==> config.mk <==
export PLATFORM = sky130hd
export DESIGN_NAME = gry_updn_cntr
export DESIGN_NICKNAME = d
export VERILOG_FILES = /design/src/rtl/gry_updn_cntr.sv
export SDC_FILE = /design/constraint.sdc
export NUM_CORES = 1
export LEC_CHECK = 0
export ABC_CLOCK_PERIOD_IN_PS = 3500
export BUFFER_PORTS_ARGS = -buffer_cell sky130_fd_sc_hd__clkbuf_2
export CORE_ASPECT_RATIO = 1.1
export CORE_MARGIN = 1.5
export CORE_UTILIZATION = 55
export DETAILED_ROUTE_END_ITERATION = 6
export PLACE_DENSITY = 0.81
export SLEW_MARGIN = 0
export SYNTH_ARGS = -nofsm -noshare
export SYNTH_HDL_FRONTEND = slang
export SYNTH_SLANG_ARGS = --single-unit
==> constraint.sdc <==
create_clock -name clk -period 3.5 [get_ports clk]
set_input_delay 0.7 -clock clk [delete_from_list [all_inputs] [get_ports clk]]
set_output_delay 0.7 -clock clk [all_outputs]
set_load 0.1 [all_outputs]
==> src/rtl/gry_updn_cntr.sv <==
// Gray-coded up/down counter with a binary state register; optional saturation via GRY_CNTR_SAT_EN.
// Latency: one cycle from any input to all outputs. Backpressure: none, a step is taken every enabled cycle.
module gry_updn_cntr #(
   parameter int WIDTH = 8
) (
   input  logic             clk,
   input  logic             rst_n,
   input  logic [WIDTH-1:0] rst_val,
   input  logic             clr,
   input  logic             ld,
   input  logic [WIDTH-1:0] ld_val,
   input  logic             en,
   input  logic             dir,
   output logic [WIDTH-1:0] gry_cnt,
   output logic [WIDTH-1:0] bin_cnt,
   output logic             wrap_p
);

   localparam logic [WIDTH-1:0] ALL_ONES = '1;
   localparam logic [WIDTH-1:0] ZERO     = '0;
   localparam logic [WIDTH-1:0] ONE      = WIDTH'(1);

   function automatic logic [WIDTH-1:0] gray_to_bin(input logic [WIDTH-1:0] g);
      logic [WIDTH-1:0] b;
      b = g;
      for (int i = WIDTH - 2; i >= 0; i--) begin
         b[i] = b[i+1] ^ g[i];
      end
      return b;
   endfunction

   logic [WIDTH-1:0] nxt;
   logic             wrap_nxt;

   always_comb begin
      nxt      = bin_cnt;
      wrap_nxt = 1'b0;
      if (clr) begin
         nxt = ZERO;
      end else if (ld) begin
         nxt = gray_to_bin(ld_val);
      end else if (en) begin
         if (dir) begin
            if (bin_cnt == ALL_ONES) begin
               wrap_nxt = 1'b1;
`ifdef GRY_CNTR_SAT_EN
               nxt = ALL_ONES;
`else
               nxt = ZERO;
`endif
            end else begin
               nxt = bin_cnt + ONE;
            end
         end else begin
            if (bin_cnt == ZERO) begin
               wrap_nxt = 1'b1;
`ifdef GRY_CNTR_SAT_EN
               nxt = ZERO;
`else
               nxt = ALL_ONES;
`endif
            end else begin
               nxt = bin_cnt - ONE;
            end
         end
      end
   end

   // Gray is re-encoded from the same next value so it never lags the binary output.
   always_ff @(posedge clk) begin
      if (!rst_n) begin
         bin_cnt <= gray_to_bin(rst_val);
         gry_cnt <= rst_val;
         wrap_p  <= 1'b0;
      end else begin
         bin_cnt <= nxt;
         gry_cnt <= nxt ^ (nxt >> 1);
         wrap_p  <= wrap_nxt;
      end
   end

endmodule

[Word-level counts from Yosys, hierarchy flattened]
Cells that the tools add are included.
Cells by class
  add/sub/neg operators: 2
  bitwise logic cells: 17
  equality and inequality tests: 1
  mux-type cells: 11
  reduce and logical (&&, ||, !) cells: 2
Operators with widths (number)
  8-bit 2-to-1 mux: 8
  1-bit bitwise XOR: 14
  8-bit by 1-bit adder with 8-bit output (second input constant): 1
  8-bit == test (second input constant): 1
  8-bit logical NOT: 1
  8-bit by 1-bit subtractor with 8-bit output (second input constant): 1
  8-bit by 7-bit bitwise XOR with 8-bit output: 1
  4-bit OR reduction: 1
  1-bit 2-to-1 mux: 3
  1-bit inverter: 2
Word-level totals
  register bits: 17
  bits of input ports: 22
  output and inout bits: 17
  word-level logic and storage cells: 36

[Longest topological paths before layout]
Gate-level depths: netlist (run 1).
  depth in word-level cells: 11
  gate-level depth with buffers: 10
  depth with buffers taken out: 9

[Worst setup path before layout (run 1)]
Ideal clock, no wire load.
  path kind: reg-to-reg
  from: register bin_cnt[0]
  to: register gry_cnt[2]
  buffers on the path: 1
  arrival: 2752 ps
  setup slack: 610 ps
  required time: 3362 ps
  period minus slack after synthesis: 2890 ps
  stages on the path, launching flop included: 11
  library setup time: 138 ps
  cells stage by stage: dfxtp_1 buf_2 inv_1 ha_1 nor4b_4 a211o_2 a32oi_1 o2bb2ai_1 and2_1 a31oi_1 o221ai_1
On the way
  longest elaborated chain between the ends: 8
  elaborated cells on any way between the ends: 12
  classes of those cells: add/sub (2); eq/ne (1); mux (7); bitwise (1); reduce/logical (1)
Ends and longest elaborated chain
  start, declared: RTL line 15  | output logic [WIDTH-1:0] bin_cnt,
  start signal, assigned: RTL line 72  | bin_cnt <= gray_to_bin(rst_val);
  start signal, assigned: RTL line 76  | bin_cnt <= nxt;
  8-bit by 1-bit subtractor with 8-bit output (tied with other cells): RTL line 63  | nxt = bin_cnt - ONE;
  8-bit 2-to-1 mux (on tied branches): RTL line 55, 44
  8-bit 2-to-1 mux (*): RTL line 43  | if (dir) begin
  8-bit 2-to-1 mux (*): RTL line 42  | end else if (en) begin
  8-bit 2-to-1 mux (*): RTL line 40  | end else if (ld) begin
  8-bit 2-to-1 mux (*): RTL line 38  | if (clr) begin
  8-bit by 7-bit bitwise XOR with 8-bit output (*): RTL line 77  | gry_cnt <= nxt ^ (nxt >> 1);
  8-bit 2-to-1 mux (*): RTL line 71  | if (!rst_n) begin
  end signal, assigned: RTL line 73  | gry_cnt <= rst_val;
  end signal, assigned: RTL line 77
  end, declared: RTL line 14  | output logic [WIDTH-1:0] gry_cnt,
Mark *: on every way between the ends. The rest lies on a longest branch, timed or not.
A chain may end at the register's enable or synchronous reset.

[Worst setup path in the final report (run 1)]
Same ends and word-level chain as after synthesis.

==> results summary, run 1 <==
The flow ran to the end, and the final reports show no timing, DRC or antenna violations. The leakage power summed over all cells is 0.7415 nW. The buffer and inverter count on the worst path came out at 1. The max-capacitance violation count came out at 0. The number of buffer cells added on primary ports is 38. The kind of cell with the highest combined delay along the critical path is simple AND/OR/NAND/NOR gates. The remaining design rule violation count is 0. The tightest min-delay check is of the input pin to flip-flop type.

Summed over all layers, the routed wires come to between 3000 and 4000 µm. The clock passes through at most 2 buffers. For this design, the sink count on the clock tree is 16.

The placeable core area came out at 2728 µm². Traced cell by cell, the critical path runs through inv_1 -> ha_1 -> nor4b_4 -> nand2_2 -> nand3_2 -> a221oi_2 -> or4_4 -> a2111o_1 -> o221ai_1. The relative slew slack came out at 0.6121. The critical path endpoint category is a flip-flop. For this run, the number of Yosys warnings is 0. The most common library cell in the layout ignoring fill and taps is clkbuf_2. The proportion of layout cells with a drive suffix above 1 is 0.2556. At the later pin of the worst-skew pair, clock insertion delay measures 290 ps.

The number of buffers added by the clock tree synthesis step is 3. The largest individual stage delay along the critical path comes from the cell or4_4. Summed over all nets, the half-perimeter wirelength after detailed placement is 2794 µm.

The design draws around 0.94 mW. The final-stage net count is approximately 250. The power density relative to cell area is around 540 nW/µm². The die covers around 3200 µm².

The post-route minimum period is between 2000 and 3000 ps. The setup path with the least slack is of type flip-flop to flip-flop. The worst hold path passes through 3 cells. The fraction of power spent switching nets came out at 0.5518. Dividing the final minimum period by the clock period gives 0.7364. In this run the clock root is driven by a clkbuf_4. In the layout the commonest cells are clkbuf_2 (38), a21oi_1 (16), dfxtp_1 (16), nor2_1 (14), o21ai_0 (12).

The clock input transition at the sequential cells of the worst setup and hold paths is approximately 90 ps. The number of nets produced by synthesis is about 220. TritonCTS built the clock tree. The part of the Yosys area used for sequential elements came out at 0.2058.

The synthesized flop and latch total came out at 16. The number of instances in the synthesized netlist came out at just under 200. The number of distinct library cells after synthesis came out at 62.

The antenna cell count came out at 0. For this block, the initial DRC count from the detailed router was 50. The worst setup path is launched from a flip-flop. The cell-internal power is 0.4233 mW. The leftover overflow at the end of global routing is 0.

The maximum number of pins on one net before global-route repair came out at 21. After synthesis, the mean cell area works out to between 7 and 8 µm². In this run the number of cells on the critical path is 9. Setup repair after global routing left no endpoint under its margin. For the worst setup path, the data required time is 3710 ps. In the final routed layout, each cell accounts on average for approximately 15 µm.

The highest achievable clock rate is ~390 MHz. The proportion of synthesized flip-flops having asynchronous set or reset is 0. The part of the power in the clock network is 0.130. The peak supply drop is 490.1 µV. The number of antenna violations at the first check in global routing came out at 0. The mean number of vias per cell came out at a little over 6.

Clock skew on the completed layout was measured at 4.948 ps. The most used flip-flop cell after synthesis is dfxtp_1. The floorplan die height is a little under 60 µm. For the pin with the worst max-slew slack, the measured transition is approximately 580 ps. The count of vias placed by the detailed router came out at 1569. The post-CTS setup-driven buffer insertion count is 0.

The sequential fraction of design power came out at 0.292. The x dimension of the die is ~54 µm. The number of standard-cell rows in the floorplan came out at 20. The post-synthesis instance area is 1556 µm². Before antenna repair, the detailed router went through 4 iterations. Of all nets on the critical path, the largest fanout is 10. The number of hold-slack violations in the final timing report came out at 0.

The final number of max-transition violations came out at 0. At the worst endpoint, the arrival time is about 2800 ps. The final standard cell utilization of the core is 0.6358. The post-cts repair resize count is 0. The count of nets left with antenna violations after detail routing came out at 0.

The longest individual stage delay on the worst path came out at ~570 ps. Yosys mapped a number of flops with a built-in enable equal to 0. The reported net switching power is between 0.5 and 0.6 mW. The path depth of the worst reg2reg path came out at 9. The first global-routing pass estimated ~6300 µm of wire. For this configuration, the core starts out at a cell density of 0.5706. The count of endpoints failing setup in the final report is 0. The number of global-route vias before repair came out at 1401. The post-synthesis to final-layout area growth is 11.41%. The setup TNS is 0 ps.

Across every metal layer, demand over resource in global routing totals 0.2626. The CTS H-tree depth is 1. Pin placement for this block handled 39 I/O pins. At the end of routability-driven placement, the weighted congestion stood at 0.8388. For this design, the CTS-stage hold fixing added 0 buffers.

Of the total power, combinational logic draws 0.578.
-- state kept, by name, indices dropped and copies added (netlist names) --
name     flops
wrap_p       1
bin_cnt      8
gry_cnt      7
-- cell usage after synthesis (2+ instances only) --
cell type	instances	area (µm²)
xnor2_2	2	32.53
buf_2	3	15.01
dfxtp_1	16	320.3
o21ai_0	12	60.06
a21boi_0	3	22.52
nor2_1	14	52.55
nand2b_1	3	18.77
buf_6	2	22.52
nand4_1	6	37.54
nor2b_1	2	12.51
or3_1	2	12.51
mux2i_1	5	50.05
a31oi_1	4	25.02
clkbuf_1	10	37.54
xor2_1	10	87.58
xnor2_1	7	61.31
o32a_1	2	20.02
o31ai_1	2	15.01
buf_4	2	15.01
nor3_1	4	20.02
nand3_1	5	25.02
or4_4	2	22.52
a211oi_1	2	15.01
nand2_1	11	41.29
ha_1	3	37.54
inv_1	10	37.54
or4_1	2	15.01
o221ai_1	2	17.52
a21oi_1	16	80.08
o22ai_1	2	12.51
-- metrics by stage --
stage	instance area, µm²	hold slack, ps	setup WS, ps	instances
finish	1734	658.0	922.6	256
detailed placement	1698	813.3	780.0	252
floorplan	1556	844.0	610.4	198
global route	1734	684.9	829.2	256
CTS	1734	662.4	928.4	256
global placement	1698	812.3	814.9	252
-- final timing paths --
kind	start	end	slack, ps
worst max-delay path	bin_cnt[0]$_DFF_P_	gry_cnt[2]$_DFF_P_	920
worst min-delay path	rst_val[4]	gry_cnt[4]$_DFF_P_	660
worst max register to register	bin_cnt[0]$_DFF_P_	gry_cnt[2]$_DFF_P_	920
worst min register to register	bin_cnt[6]$_DFF_P_	wrap_p$_SDFF_PP0_	840
-- per-layer routing --
metal  global-route usage  part of all wire
met1               0.3307              0.47
met2               0.4251              0.47
met3              0.05076             0.047
met4               0.1209             0.020
met5                    0                 0
-- cells by family after synthesis --
kind of cell	synth area share
xor gates and xnor gates	0.1310
and+or+nand+nor	0.2380
muxes	0.03939
AOI/OAI and AO/OA	0.2773
DFF	0.2058
buffers and inverters	0.08440
adders and majority gates	0.02412
-- worst register-to-register path, cell delays in order, from the launching register on --
cell and delay (ps):
dfxtp_1 430, inv_1 150, ha_1 210, nor4b_4 410
nand2_2 120, nand3_2 90, a221oi_2 50, or4_4 570
a2111o_1 390, o221ai_1 70
-- cell type report --
class                      count  area [µm²]
clock buffer                   4       36.28
sequential                    16       320.3
multi-input combinational    154        1105
fill                         272       993.5
timing repair buffer          38       190.2
inverter                      11       41.29
tap                           33       41.29
-- power by group through the flow --
| stage | registers (mW) | logic [mW] | clock network (mW) |
|---|---|---|---|
| after global placement | 0.279 | 0.535 | 0 |
| after floorplan | 0.467 | 0.274 | 0 |
| final | 0.276 | 0.546 | 0.123 |
| after detailed placement | 0.278 | 0.542 | 0 |
| after global routing | 0.281 | 0.579 | 0.133 |
| after CTS | 0.275 | 0.544 | 0.123 |
No activity file was read; power rests on OpenSTA's default activity.
==> run 2, diff against run 1 <==
- ABC_AREA: default -> 1
- ABC_CLOCK_PERIOD_IN_PS: 3500 -> 2500
- CORE_UTILIZATION: 55 -> 53
- PLACE_DENSITY: 0.81 -> 0.79
- clock period: 3.5 -> 2.5 ns (I/O delays scaled with it)
==> run 2 against run 1 <==
Compared with the run above:
- worst hold slack lost 210 ps
- non-clock buffer count is the same
- core utilization grew 1.7 points
- count of clock-buffer cells in the layout is the same
- synthesized cell count grew 18%
- cell area shrank 3.3%
- sequential power grew 19%
- clock power grew 41%
- worst setup slack lost 320 ps
- combinational power grew 3%
- clock skew shrank 1.6 ps
- die area shrank 2.1%
- critical endpoint is now gry_cnt[6]$_DFF_P_
- largest cell class unchanged
- highest routed layer unchanged
==> results summary, run 2 <==
The number of instances in the synthesized netlist came out at about 230. The number of nets produced by synthesis is around 260. The number of synthesis warnings is 0. The number of standard-cell rows in the floorplan came out at 19. At the later pin of the worst-skew pair, clock insertion delay measures between 200 and 300 ps. On the final layout, the worst clock skew is 3.346 ps. The highest achievable clock rate is roughly 530 MHz. The number of flip-flops in the largest register is 8.

The leakage power summed over all cells is between 0.8 and 0.9 nW. The post-synthesis instance area came out at about 1500 µm². In this run the tightest slew margin relative to its limit is 0.6359. The cell-internal power came out at 0.5045 mW. The post-route minimum period is about 1900 ps.

The critical path endpoint category is a flip-flop. The run finished with clean final reports. The number of antenna violations at the first check in global routing came out at 0. The peak supply drop came out at between 400 and 500 µV. By instance count, the leading cell after synthesis is nand2_1. The count of nets left with antenna violations once routing finished came out at 0. The slew at the pin closest to its max-slew limit came out at 548.5 ps.

By area the synthesized netlist is led by dfxtp_1 (22%), nand2_1 (14%), nand3_1 (12%), inv_1 (7.4%), xor2_1 (4.8%). The largest total area in the synthesized netlist belongs to dfxtp_1. The clock tree buffer depth came out at 2. The number of violations reported at the end of detailed-routing iteration 0 is between 40 and 50. The number of different library cells used by synthesis comes to 31. The fraction of power spent switching nets came out at 0.5241. Of the post-synthesis cell area, the dominant cell type holds 0.2184. The count of flip-flops with a built-in enable after synthesis came out at 0. The proportion of power drawn by combinational gates came out at 0.528. Timing analysis after detailed placement gives a worst setup slack of around 530 ps. The mean post-synth cell area came out at 6.294 µm². The most used flip-flop cell after synthesis is dfxtp_1. The largest registers in the layout are bin_cnt: 8 flops, gry_cnt: 7 flops, wrap_p: 1 flops. The proportion of synthesized flip-flops having asynchronous set or reset came out at 0. The final-stage net count came out at 293.

The die area came out at about 3100 µm². Across the run, the number of max-cap violations was 0. In this run the worst hold path is classified as input pin to flip-flop. The x dimension of the die came out at 53.15 µm.

In the synthesized netlist, the cells that appear most often are nand2_1 (55), nand3_1 (35), inv_1 (29). The maximum fanout encountered on the critical timing path is 8. In this run the vertical extent of the chip is between 50 and 60 µm.

The share of total power dissipated in sequential elements is 0.309. The mean number of vias per cell came out at 5.289. The starting density of the core came out at 0.5712.

The clock input transition at the sequential cells of the worst setup and hold paths came out at approximately 100 ps. The final cycle utilization of the critical path came out at 0.7601. The CTS H-tree depth came out at 1.

The setup TNS is 0 ps. After detailed routing, the total wire length is around 3300 µm. Once the clock tree was built, the resizer swapped 0 gates to a different size. The detailed-routing iteration count for the pre-antenna-repair pass is 4. The global-route wire length before repair came out at between 5000 and 6000 µm. The leftover overflow at the end of global routing is 0. By startpoint and endpoint, the worst setup path is classified as flip-flop to flip-flop. The number of global-route vias before repair is approximately 1400. The number of buffer cells added on primary ports came out at 38.

STA classifies the critical path startpoint as a flip-flop. The root buffer selected by CTS is clkbuf_4. From synthesis to final layout, the design area changed by 14.33%. The synthesized flop and latch total is 16. The detailed-placement wirelength estimate came out at roughly 2800 µm. The worst path required time came out at approximately 2700 ps.

The reported net switching power came out at ~0.56 mW. Leaving out fill and tap cells, the most frequent cells in the layout are nand2_1 (55), clkbuf_2 (38), nand3_1 (35), inv_1 (29), dfxtp_1 (16). For this run, the register share of the synthesized area comes to 0.2184. The floorplan step defined a core boundary enclosing 2567 µm². The final number of max-transition violations is 0.

The last weighted congestion value of the routability-driven placer came out at around 0.94. The post-CTS setup-driven buffer insertion count came out at 0. The number of fill cells in the layout came out at 263. The I/O pin count is 39.

0 antenna diodes ended up in the layout. Data on the critical path arrives at its endpoint at roughly 2100 ps. Power spread over the standard cell area amounts to about 630 nW/µm². The CTS tree is done. Once routing completed, OpenROAD measured the worst setup slack at 599.8 ps.

The routed layout has between 1500 and 2000 vias. Buffers inserted during clock tree synthesis total 3. The remaining design rule violation count is 0. The hold-fix buffer count after cts came out at 0. Entering global routing, the biggest net connects 15 pins. For this run, the total global-route usage over all layers was measured as 0.2349. Leaving out fill and tap cells, the most frequent cell in the layout is nand2_1. The number of hold-slack violations in the final timing report is 0. The share of total power dissipated in the clock network is 0.163.

Setup repair after global routing left no endpoint under its margin. Ranked by flip-flop count, first place goes to bin_cnt. Setup violations remaining at the end of the flow were counted as 0.

After detailed routing, the average wire length per cell comes to between 10 and 15 µm. The proportion of layout cells with a drive suffix above 1 came out at 0.2697. The clock net sink count is 16.
==> run 2: changes by cell type after synthesis, sizes merged, moves of 5 or more <==
| cell | change |
|---|---|
| a21oi | -8 |
| clkbuf | -10 |
| inv | +26 |
| mux2i | -5 |
| nand2 | +50 |
| nand3 | +34 |
| o211ai | +7 |
| xnor2 | -8 |
==> run 2: final timing paths <==
kind,from,endpoint,slack (ps),cells after the start
max reg2reg,bin_cnt[2]$_DFF_P_,gry_cnt[6]$_DFF_P_,600,10
min,rst_val[7],bin_cnt[7]$_DFF_P_,450,3
min reg2reg,bin_cnt[7]$_DFF_P_,wrap_p$_SDFF_PP0_,750,4
max,bin_cnt[2]$_DFF_P_,gry_cnt[6]$_DFF_P_,600,10
==> run 2: through the flow <==
step                hold WS, ps    util  instances  area [µm²]  total power [mW]
global route              463.2  0.6530        298        1677             1.124
finish                    448.9  0.6530        298        1677             1.060
global placement          729.9  0.6389        294        1640            0.8889
detailed placement        726.0  0.6389        294        1640            0.8929
CTS                       449.9  0.6530        298        1677             1.060
floorplan                 612.7       -        233        1466            0.8017
==> run 2: layout make-up <==
type,count,area [µm²],share of cell area
Clock buffer,4,36.28,0.02164
Multi-Input combinational cell,173,955.9,0.5701
Tap cell,31,38.79,0.02313
Inverter,36,135.1,0.08060
Timing Repair Buffer,38,190.2,0.1134
Sequential cell,16,320.3,0.1910
==> run 2: logic make-up (layout without fill, tap and decap cells) <==
kind of cell               after synthesis  in the layout  synth area share
DFF                                     16             16            0.2184
xor gates and xnor gates                10             10           0.06485
and+or+nand+nor                        123            123            0.4053
adders and majority gates                3              3           0.02560
buffers and inverters                   44             78            0.1297
AOI/OAI and AO/OA                       37             37            0.1561
==> run 2: metal layers <==
| metal | wire length (µm) | up-vias | GRT usage | share of wire |
|---|---|---|---|---|
| met5 | 0 | - | 0 | 0 |
| met4 | 76 | 0 | 0.08425 | 0.023 |
| met3 | 165 | 8 | 0.02577 | 0.050 |
| met2 | 1578 | 41 | 0.3964 | 0.47 |
| met1 | 1508 | 696 | 0.3061 | 0.45 |
| li1 | - | 831 | - | - |
==> run 2: worst max-delay path, cell delays in order (launching register included) <==
cell and delay, ps:
dfxtp_1 530, nand3_1 220, nor2_1 170, xor2_1 90, o21ai_0 210, nand3_1 120
o211ai_2 70, nand2_1 100, or2_0 200, nand2_1 70, inv_1 30
==> run 2: power groups by stage <==
stage,Clock [mW],Sequential (mW),Combinational [mW]
4_1_cts,0.172,0.327,0.561
5_1_grt,0.188,0.333,0.603
2_1_floorplan,0,0.551,0.251
3_5_place_dp,0,0.333,0.560
6_report,0.173,0.328,0.560
3_3_place_gp,0,0.332,0.557
